$ cat config.mk
export PLATFORM = sky130hd
export DESIGN_NAME = min_search_arb
export DESIGN_NICKNAME = d
export VERILOG_FILES = /design/src/rtl/min_arb_pkg.sv /design/src/rtl/min_scan_core.sv /design/src/rtl/min_search_arb.sv
export SDC_FILE = /design/constraint.sdc
export NUM_CORES = 1
export LEC_CHECK = 0
export BUFFER_PORTS_ARGS = -buffer_cell sky130_fd_sc_hd__buf_4
export CAP_MARGIN = 25
export CELL_PAD_IN_SITES_DETAIL_PLACEMENT = 0
export CELL_PAD_IN_SITES_GLOBAL_PLACEMENT = 1
export CORE_ASPECT_RATIO = 0.7
export CORE_MARGIN = 5
export CORE_UTILIZATION = 43
export CTS_CLUSTER_DIAMETER = 30
export DETAILED_ROUTE_END_ITERATION = 8
export GPL_TIMING_DRIVEN = 0
export PLACE_DENSITY = 0.81
export REMOVE_ABC_BUFFERS = 1
export SYNTH_ARGS = -nofsm -noshare
export SYNTH_HDL_FRONTEND = slang
export SYNTH_SLANG_ARGS = --single-unit
$ cat constraint.sdc
create_clock -name clk_i -period 7.2 [get_ports clk_i]
set_input_delay 1.44 -clock clk_i [delete_from_list [all_inputs] [get_ports clk_i]]
set_output_delay 1.44 -clock clk_i [all_outputs]
set_load 0.01 [all_outputs]
$ cat src/rtl/min_arb_pkg.sv
// Shared types and arbitration helpers for the min_search_arb scheduler.
package min_arb_pkg;

    localparam int NUM_CLIENTS = 2;

    typedef enum logic [1:0] {
        IDLE = 2'd0,
        SCAN = 2'd1,
        DONE = 2'd2
    } state_t;

    typedef logic client_t;

    // A lone requester wins outright; with both requesting, the client not served last wins.
    function automatic client_t rr_pick(input logic [NUM_CLIENTS-1:0] req, input client_t last);
        client_t pick;
        case (req)
            2'b01:   pick = 1'b0;
            2'b10:   pick = 1'b1;
            2'b11:   pick = ~last;
            default: pick = 1'b0;
        endcase
        return pick;
    endfunction

    function automatic logic [NUM_CLIENTS-1:0] client_onehot(input client_t c);
        logic [NUM_CLIENTS-1:0] oh;
        if (c) begin
            oh = 2'b10;
        end else begin
            oh = 2'b01;
        end
        return oh;
    endfunction

endpackage

$ cat src/rtl/min_scan_core.sv
// Per-element min1/min2/index compare-update datapath.
// MIN_SEARCH_TIE_LAST_EN: ties on min1 move the index to the latest occurrence.
module min_scan_core
    import min_arb_pkg::*;
#(
    parameter int N  = 4,
    parameter int IW = 4
) (
    input  logic          clk_i,
    input  logic          rst_i,
    input  logic          init,
    input  logic          en,
    input  logic [N-1:0]  d,
    input  logic [IW-1:0] k,
    output logic [N-1:0]  min1,
    output logic [N-1:0]  min2,
    output logic [IW-1:0] index
);

    logic [N-1:0]  min1_r;
    logic [N-1:0]  min2_r;
    logic [IW-1:0] index_r;
    logic [N-1:0]  min1_n_s;
    logic [N-1:0]  min2_n_s;
    logic [IW-1:0] index_n_s;
    logic          take_min1_s;

    // Decide whether the incoming element displaces the current minimum.
    always_comb begin
`ifdef MIN_SEARCH_TIE_LAST_EN
        take_min1_s = (d <= min1_r);
`else
        take_min1_s = (d < min1_r);
`endif
    end

    // Next-value selection: load element 0 on init, otherwise fold in element k.
    always_comb begin
        min1_n_s  = min1_r;
        min2_n_s  = min2_r;
        index_n_s = index_r;
        if (init) begin
            min1_n_s  = d;
            min2_n_s  = {N{1'b1}};
            index_n_s = k;
        end else if (en) begin
            if (take_min1_s) begin
                min2_n_s  = min1_r;
                min1_n_s  = d;
                index_n_s = k;
            end else if (d < min2_r) begin
                min2_n_s = d;
            end else begin
                min2_n_s = min2_r;
            end
        end else begin
            min1_n_s = min1_r;
        end
    end

    // Result registers.
    always_ff @(posedge clk_i) begin
        if (rst_i) begin
            min1_r  <= {N{1'b1}};
            min2_r  <= {N{1'b1}};
            index_r <= {IW{1'b0}};
        end else begin
            min1_r  <= min1_n_s;
            min2_r  <= min2_n_s;
            index_r <= index_n_s;
        end
    end

    assign min1  = min1_r;
    assign min2  = min2_r;
    assign index = index_r;

endmodule

$ cat src/rtl/min_search_arb.sv
// Two-client round-robin scheduler around a single min1/min2/index search engine.
// MIN_SEARCH_TIE_LAST_EN (in min_scan_core) selects latest-index tie handling.
module min_search_arb
    import min_arb_pkg::*;
#(
    parameter int N  = 4,
    parameter int M  = 10,
    parameter int IW = 4
) (
    input  logic                   clk_i,
    input  logic                   rst_i,
    input  logic [NUM_CLIENTS-1:0] req_i,
    input  logic [N*M-1:0]         data0_i,
    input  logic [N*M-1:0]         data1_i,
    output logic [NUM_CLIENTS-1:0] gnt_o,
    output logic                   busy_o,
    output logic                   done_o,
    output logic                   done_id_o,
    input  logic                   ack_i,
    output logic [N-1:0]           min1_o,
    output logic [N-1:0]           min2_o,
    output logic [IW-1:0]          index_o
);

    state_t                 state_r;
    state_t                 state_n_s;
    logic [IW-1:0]          k_r;
    logic [IW-1:0]          k_n_s;
    client_t                last_r;
    client_t                last_n_s;
    client_t                sel_s;
    client_t                done_id_r;
    logic                   done_r;
    logic                   busy_r;
    logic                   init_s;
    logic                   en_s;
    logic [NUM_CLIENTS-1:0] gnt_s;
    logic [N*M-1:0]         sel_frame_s;
    logic [N-1:0]           frame_r [M];
    logic [N-1:0]           core_d_s;
    logic [IW-1:0]          core_k_s;

    // Arbitration choice and the frame of the client that would be granted.
    always_comb begin
        sel_s = rr_pick(req_i, last_r);
        if (sel_s) begin
            sel_frame_s = data1_i;
        end else begin
            sel_frame_s = data0_i;
        end
    end

    // FSM next-state, grant pulse and datapath strobes.
    always_comb begin
        state_n_s = state_r;
        k_n_s     = k_r;
        last_n_s  = last_r;
        init_s    = 1'b0;
        en_s      = 1'b0;
        gnt_s     = {NUM_CLIENTS{1'b0}};
        case (state_r)
            IDLE: begin
                if (|req_i) begin
                    gnt_s     = client_onehot(sel_s);
                    init_s    = 1'b1;
                    k_n_s     = IW'(1);
                    last_n_s  = sel_s;
                    state_n_s = (M > 1) ? SCAN : DONE;
                end else begin
                    state_n_s = IDLE;
                end
            end
            SCAN: begin
                en_s  = 1'b1;
                k_n_s = k_r + IW'(1);
                if (k_r == IW'(M - 1)) begin
                    state_n_s = DONE;
                end else begin
                    state_n_s = SCAN;
                end
            end
            DONE: begin
                if (ack_i) begin
                    state_n_s = IDLE;
                end else begin
                    state_n_s = DONE;
                end
            end
            default: begin
                state_n_s = IDLE;
            end
        endcase
    end

    // Element 0 comes straight from the client bus because the frame is captured on the same edge.
    always_comb begin
        if (init_s) begin
            core_d_s = sel_frame_s[N-1:0];
            core_k_s = {IW{1'b0}};
        end else begin
            core_d_s = frame_r[k_r];
            core_k_s = k_r;
        end
    end

    // Control state, round-robin pointer and registered status outputs.
    always_ff @(posedge clk_i) begin
        if (rst_i) begin
            state_r   <= IDLE;
            k_r       <= {IW{1'b0}};
            last_r    <= 1'b1;
            done_r    <= 1'b0;
            busy_r    <= 1'b0;
            done_id_r <= 1'b0;
        end else begin
            state_r <= state_n_s;
            k_r     <= k_n_s;
            last_r  <= last_n_s;
            done_r  <= (state_n_s == DONE);
            busy_r  <= (state_n_s != IDLE);
            if (init_s) begin
                done_id_r <= sel_s;
            end
        end
    end

    // Frame buffer, loaded only in the grant cycle.
    always_ff @(posedge clk_i) begin
        if (init_s) begin
            for (int e = 0; e < M; e++) begin
                frame_r[e] <= sel_frame_s[e*N +: N];
            end
        end
    end

    min_scan_core #(
        .N  (N),
        .IW (IW)
    ) u_core (
        .clk_i (clk_i),
        .rst_i (rst_i),
        .init  (init_s),
        .en    (en_s),
        .d     (core_d_s),
        .k     (core_k_s),
        .min1  (min1_o),
        .min2  (min2_o),
        .index (index_o)
    );

    assign gnt_o     = gnt_s;
    assign busy_o    = busy_r;
    assign done_o    = done_r;
    assign done_id_o = done_id_r;

endmodule

==> results_dict.tcl, run 1 <==
set metrics [dict create \
    run_status "completed" \
    setup-violations-final 0 \
    initial_antenna_violation_count 0 \
    grt_util_all_layers 0.165 \
    post_route_cells_drive_above_1_share 0.445 \
    synth_cell_types 47 \
    post_cts_resize_count 0 \
    synthAdderAreaFrac 0.0301 \
    routed-via-count 2447 \
    fraction_of_power_consumed_by_combinational_cells 0.227 \
    timing.slew.headroom 0.368 \
    total_leakage_power_nw 1.85 \
    postSynthAreaPerCell_um2 12.2 \
    cts_buffers 9 \
    largest_family_of_logic_cells_by_synthesized_area "multiplexers" \
    power.switching_fraction 0.278 \
    number_of_cells_in_the_design_after_placement 461 \
    drt-met1-wl_um 3540 \
    drc 0 \
    synth_area_um2 3320 \
    die_width_um 115 \
    dr.max_layer_used "met4" \
    cts-htree-levels 3 \
    maximum_achievable_frequency_mhz 199 \
    final_common_cell "sky130_fd_sc_hd__buf_4" \
    worstMarginPinSlew_ns 0.947 \
    die_area_um2 9610 \
    synthToLayoutAreaGrowth_pct 31.6 \
    wl_per_cell_um 15.9 \
    cts_setup_buffers 0 \
    final_antenna_net_count 0 \
    die_h_um 83.6 \
    setup_total_negative_slack_ns 0 \
    post_synthesis_sequential_element_count 66 \
    yosys.area_share.xor_xnor 0.00264 \
    routed-wl-met2_um 3410 \
    top_level_port_count 102 \
    timing.hold.worst_path_depth 2 \
    io_buffers 101 \
    coreArea_um2 7420 \
    drt-vias-per-instance 5.12 \
    synth_simple_gate_area_share 0.0858 \
    drt-initial-drc-count 120 \
    asyncSetResetFlopFracSynth 0 \
    global_route_wire_length_before_repair_um 12500 \
    critPathRequiredTime_ns 7.45 \
    worst_skew_pair.late_latency_ns 0.35 \
    timing_worst_setup_path_type "in -> reg" \
    n_antenna_cell 0 \
    ctsHoldBuffers 0 \
    arrival_ns 5.27 \
    yosys_warnings 0 \
    reg2reg_path_depth 13 \
    cap_violations 0 \
    grt_start_max_net_pins 50 \
    cts_root_buffer "sky130_fd_sc_hd__clkbuf_8" \
    fin_worst_skew_ns 0.0119 \
    setup.worst_path.end_class "register" \
    startpoint_type "primary input" \
    netlist_instances 273 \
    clkPwrFrac 0.300 \
    globalplace.congestion 0.866 \
    timing.hold.worst.class "reg -> reg" \
    place_hpwl_um 5700 \
    drt-pass1-iter-count 4 \
    tritoncts "yes" \
    met3_length_um 557 \
    power.density_nw_per_um2 224 \
    wirelength_um 7590 \
    placementRows 26 \
    fin_crit_share 0.698 \
    number_of_pins_exceeding_their_max_slew_limit_in_the_final_report 0 \
    power.ir.vdd_worst_uv 129 \
    synth_edf_count 40 \
    fin_crit_ns 5.02 \
    cell_internal_pwr_w 0.000707 \
    cts_sinks 66 \
    final_net_count 468 \
    post_synth_mux_area_share 0.235 \
    part_of_the_yosys_area_used_for_sequential_elements 0.518 \
    cts.path.max_buffers 2 \
    hold_viol 0 \
    rsz_0062_raised_after_global_routing "false" \
    power_frac_seq 0.473 \
    first_global_vias 2498 \
    synth_flop_cell "sky130_fd_sc_hd__edfxtp_1" \
    initial_util 0.448 \
    finalNonFillerCells 478 \
    crit_path_max_fanout 49 \
    gr-total-overflow 0 \
    clk_transition_reported_paths_ns 0.08 \
    most-common-layout-cells "102 x sky130_fd_sc_hd__buf_4, 42 x sky130_fd_sc_hd__mux2_2, 40 x sky130_fd_sc_hd__edfxtp_1" \
    synth_compound_area_frac 0.0975 \
    netSwitchingPower_w 0.000272 \
]
==> logic make-up after synthesis <==
family / after synthesis
muxes: 64
DFF: 66
and+or+nand+nor: 62
xor gates and xnor gates: 1
buffers and inverters: 23
AOI/OAI and AO/OA: 49
adders and majority gates: 8
==> cell usage after synthesis (3+ instances only) <==
cell,instances,share of area
sky130_fd_sc_hd__ha_1,8,0.030
sky130_fd_sc_hd__inv_1,10,0.011
sky130_fd_sc_hd__mux4_2,4,0.027
sky130_fd_sc_hd__clkbuf_1,8,0.0090
sky130_fd_sc_hd__nand2b_1,4,0.0075
sky130_fd_sc_hd__nor2_1,24,0.027
sky130_fd_sc_hd__nand2_1,15,0.017
sky130_fd_sc_hd__dfxtp_1,26,0.16
sky130_fd_sc_hd__o21ai_0,10,0.015
sky130_fd_sc_hd__nor3_1,5,0.0075
sky130_fd_sc_hd__a31oi_1,6,0.011
sky130_fd_sc_hd__nand3_1,3,0.0045
sky130_fd_sc_hd__mux2_2,42,0.14
sky130_fd_sc_hd__nor2b_1,3,0.0056
sky130_fd_sc_hd__edfxtp_1,40,0.36
sky130_fd_sc_hd__mux2i_1,14,0.042
sky130_fd_sc_hd__a21oi_1,12,0.018
==> layer usage <==
metal / track usage / vias to the layer above
met5: 0 / -
met1: 0.225 / 1138
met3: 0.0616 / 9
li1: - / 1230
met4: 0.0448 / 0
met2: 0.246 / 70
==> sequential cells by signal (all words and copies together), names as in the netlist, named ones only <==
name	count
k_r	4
state_r	2
done_id_o	1
last_r	1
frame_r	40
busy_o	1
u_core.min2	4
u_core.index	4
u_core.min1	4
done_o	1
==> worst paths after layout <==
path / from / end / slack [ns]
worst max register to register: state_r[1] / u_core.min2[1] / 2.88
worst min-delay path: u_core.index[0] / u_core.index[0] / 0.46
worst max-delay path: req_i[0] / u_core.min2[1] / 2.18
worst min register to register: u_core.index[0] / u_core.index[0] / 0.46
==> cell type report <==
type                            count  area (um^2)
Timing Repair Buffer              103          793
Tap cell                           98          123
Inverter                           11         41.3
Clock buffer                       11          153
Multi-Input combinational cell    184         1510
Fill cell                         648         3040
Clock inverter                      5         35.0
Sequential cell                    66         1720
==> through the flow <==
| stage | power, W | cell area, um^2 | worst slack (ns) | hold slack (ns) | utilization |
|---|---|---|---|---|---|
| 4_1_cts | 0.000987 | 4370 | 1.64 | 0.467 | 0.589 |
| 6_report | 0.000979 | 4370 | 2.18 | 0.460 | 0.590 |
| 3_5_place_dp | 0.000693 | 4180 | 1.25 | 0.453 | 0.563 |
| 3_3_place_gp | 0.000684 | 4140 | 1.05 | 0.449 | 0.559 |
| 5_1_grt | 0.00103 | 4370 | 1.92 | 0.493 | 0.590 |
| 2_1_floorplan | 0.000602 | 3260 | 2.10 | 0.457 | - |
==> critical path: stages <==
cell and delay [ns]:
sky130_fd_sc_hd__buf_4 0.12, sky130_fd_sc_hd__o21ai_1 0.08, sky130_fd_sc_hd__buf_4 0.20, sky130_fd_sc_hd__inv_2 0.70, sky130_fd_sc_hd__a2111oi_0 0.16, sky130_fd_sc_hd__a311oi_1 0.60
sky130_fd_sc_hd__ha_1 0.39, sky130_fd_sc_hd__a21o_1 0.23, sky130_fd_sc_hd__nor3_1 0.34, sky130_fd_sc_hd__o21ai_0 0.16, sky130_fd_sc_hd__a211o_1 0.34, sky130_fd_sc_hd__and2_4 0.21
sky130_fd_sc_hd__o311ai_1 0.29
==> power groups by stage <==
stage          Sequential (W)  Clock, W  Combinational (W)
6_report             0.000463  0.000293           0.000222
5_1_grt              0.000468  0.000319           0.000244
4_1_cts              0.000464  0.000302           0.000222
3_5_place_dp         0.000472         0           0.000220
3_3_place_gp         0.000471         0           0.000213
2_1_floorplan        0.000469         0           0.000133
(Power assumes the default switching activity.)
==> run 2: changes to the inputs <==
Settings changed: ABC_AREA set to 1, CORE_UTILIZATION 43 to 33, PLACE_DENSITY 0.81 to 0.71.
Clock period 7.2 ns to 4.16 ns, I/O delays scaled along.
==> results_dict.tcl, run 2 <==
set metrics [dict create \
    run_status "completed" \
    timing_worst_setup_path_type "in -> reg" \
    fin_crit_share 0.850 \
    synth_area_um2 3360 \
    cts_buffers 9 \
    grt_util_all_layers 0.147 \
    post_route_cells_drive_above_1_share 0.254 \
    synthAdderAreaFrac 0.0298 \
    wirelength_um 8660 \
    tritoncts "yes" \
    arrival_ns 3.80 \
    fin_crit_ns 3.54 \
    hold_viol 0 \
    synth_simple_gate_area_share 0.342 \
    clk_transition_reported_paths_ns 0.05 \
    number_of_pins_exceeding_their_max_slew_limit_in_the_final_report 0 \
    critPathRequiredTime_ns 4.43 \
    nFillCells 999 \
    final_antenna_net_count 0 \
    total_leakage_power_nw 2.24 \
    synth_top_area_cell "sky130_fd_sc_hd__edfxtp_1" \
    setup_total_negative_slack_ns 0 \
    first_global_vias 2888 \
    wl_per_cell_um 13.2 \
    finalWorstSetupSlack_ns 0.625 \
    worstMarginPinSlew_ns 0.802 \
    synth_cell_types 28 \
    part_of_the_yosys_area_used_for_sequential_elements 0.512 \
    n_antenna_cell 0 \
    routed-via-count 2990 \
    synthToLayoutAreaGrowth_pct 36.4 \
    postLayoutCoreUtil 0.466 \
    cts_sinks 66 \
    start_point_of_the_worst_hold_path "u_core.index[3]" \
    regMostFlops "frame_r" \
    initial_util 0.342 \
    startpoint_type "primary input" \
    most_common_cell_type_on_the_critical_path "sky130_fd_sc_hd__nand2_1" \
    crit_path_max_fanout 43 \
    drt-vias-per-instance 4.56 \
    yosys.area_share.xor_xnor 0.00521 \
    global_route_wire_length_before_repair_um 14000 \
    die_width_um 131 \
    top_level_port_count 102 \
    largest_family_of_logic_cells_by_synthesized_area "simple AND/OR/NAND/NOR gates" \
    cts_setup_buffers 0 \
    fin_worst_skew_ns 0.00678 \
    setup-violations-final 0 \
    most-common-layout-cells "190 x sky130_fd_sc_hd__nand2_1, 101 x sky130_fd_sc_hd__buf_4, 53 x sky130_fd_sc_hd__nand3_1" \
    worst_skew_pair.late_latency_ns 0.33 \
    globalplace.congestion 0.795 \
    postSynthAreaPerCell_um2 7.93 \
    yosys_warnings 0 \
    post_cts_resize_count 0 \
    power.ir.vdd_worst_uv 231 \
    power.density_nw_per_um2 450 \
    ys_top_cells_by_count "190 x sky130_fd_sc_hd__nand2_1, 53 x sky130_fd_sc_hd__nand3_1, 40 x sky130_fd_sc_hd__edfxtp_1" \
    netlist_instances 424 \
    post_placement_worst_setup_slack_ns -0.179 \
    synth_flop_cell "sky130_fd_sc_hd__edfxtp_1" \
    maximum_achievable_frequency_mhz 283 \
    critPathLaunch "req_i[0]" \
    die_area_um2 12300 \
    timing.hold.worst.class "reg -> reg" \
    post_synthesis_sequential_element_count 66 \
    drt-pass1-iter-count 4 \
    drc 0 \
    p_total_w 0.00206 \
    drt-initial-drc-count 183 \
    multiInputGateArea_um2 1430 \
    path_cells "buf_4 > nand2_1 > nand2_4 > clkinvlp_4 > buf_16 > nand2_1 > a31oi_1 > ha_1 > a21oi_2 > nand3_4 > nand2_1 > nand2_1 > nand3_1" \
    placementRows 30 \
    cts_root_buffer "sky130_fd_sc_hd__clkbuf_16" \
    coreArea_um2 9830 \
    place_hpwl_um 6440 \
    largest_register_ff_count 40 \
    synth_top_area_frac 0.357 \
    cts.path.max_buffers 2 \
    ctsHoldBuffers 0 \
    synth_edf_count 40 \
    initial_antenna_violation_count 0 \
    timing.slew.headroom 0.465 \
    cap_violations 0 \
    cpPeakStageDelay_ns 0.44 \
    final_net_count 615 \
    hold_ws_ns 0.476 \
    die_h_um 94.4 \
    cts-htree-levels 3 \
    final_common_cell "sky130_fd_sc_hd__nand2_1" \
    grt_start_max_net_pins 44 \
    post_synth_mux_area_share 0 \
    synthMostInstantiatedCell "sky130_fd_sc_hd__nand2_1" \
    slowest_stage "sky130_fd_sc_hd__a21oi_2" \
    post_synth_main_area_contributors "sky130_fd_sc_hd__edfxtp_1 36%, sky130_fd_sc_hd__nand2_1 21%, sky130_fd_sc_hd__dfxtp_1 15%" \
    setup.worst_path.end_class "register" \
    rsz_0062_raised_after_global_routing "false" \
    asyncSetResetFlopFracSynth 0 \
    cell_family_with_most_cp_delay "simple AND/OR/NAND/NOR gates" \
    register_area_um2 1720 \
    cp.buffers_inverters 3 \
    gr-total-overflow 0 \
    io_buffers 101 \
    synth_compound_area_frac 0.0447 \
]
## run 2: changes by cell type in the layout (fill, tap and decap cells not counted), sizes merged, moves of 4 or more
cell,before,now
nor2,24,19
mux2,44,0
nand2,15,195
mux4,6,0
inv,13,32
mux2i,14,0
o21ai,11,7
nand2b,4,0
nand3,3,55
nor3,5,1
## run 2: path summary, 6_finish.rpt
check / end / slack, ns / cells after the start
worst max register to register: u_core.min1[1] / 0.78 / 13
worst min-delay path: u_core.index[3] / 0.48 / 2
worst max-delay path: u_core.min1[1] / 0.62 / 13
worst min register to register: u_core.index[3] / 0.48 / 2
## run 2: area by class of cell
class	instances	area share
Clock buffer	11	0.0554
Clock inverter	5	0.0128
Inverter	31	0.0262
Multi-Input combinational cell	309	0.312
Sequential cell	66	0.375
Tap cell	128	0.0349
Timing Repair Buffer	105	0.184
## run 2: power breakdown
part	internal (W)	switching (W)
Sequential	0.000779	0.0000422
Combinational	0.000195	0.000264
Clock	0.000503	0.000282
Total	0.00148	0.000589
## run 2: routing by layer
| metal | up-vias | routed length, um | GRT usage |
|---|---|---|---|
| li1 | 1570 | - | - |
| met1 | 1329 | 4270 | 0.208 |
| met2 | 84 | 3700 | 0.210 |
| met3 | 7 | 598 | 0.0497 |
| met4 | 0 | 94 | 0.0462 |
| met5 | - | 0 | 0 |
## run 2: metrics by stage
| step | instances | instance area [um^2] |
|---|---|---|
| after detailed placement | 638 | 4250 |
| after floorplan | 406 | 3260 |
| after global placement | 635 | 4170 |
| after global routing | 655 | 4590 |
| final | 655 | 4590 |
| after CTS | 654 | 4560 |
## run 2: worst reg2reg max path, delay by kind of cell, from the launching register on
family / cells / cell delay, ns
buffers and inverters: 1 / 0.36
adder cells (fa/ha/maj): 1 / 0.36
AND/OR/NAND/NOR: 8 / 1.09
AO/OA/AOI/OAI: 3 / 0.68
flip-flops: 1 / 0.83
## run 2: logic make-up after synthesis
group | after synthesis
compound gates | 25
xor+xnor | 2
simple gates | 274
buf+inv | 49
fa+ha+maj | 8
flops | 66
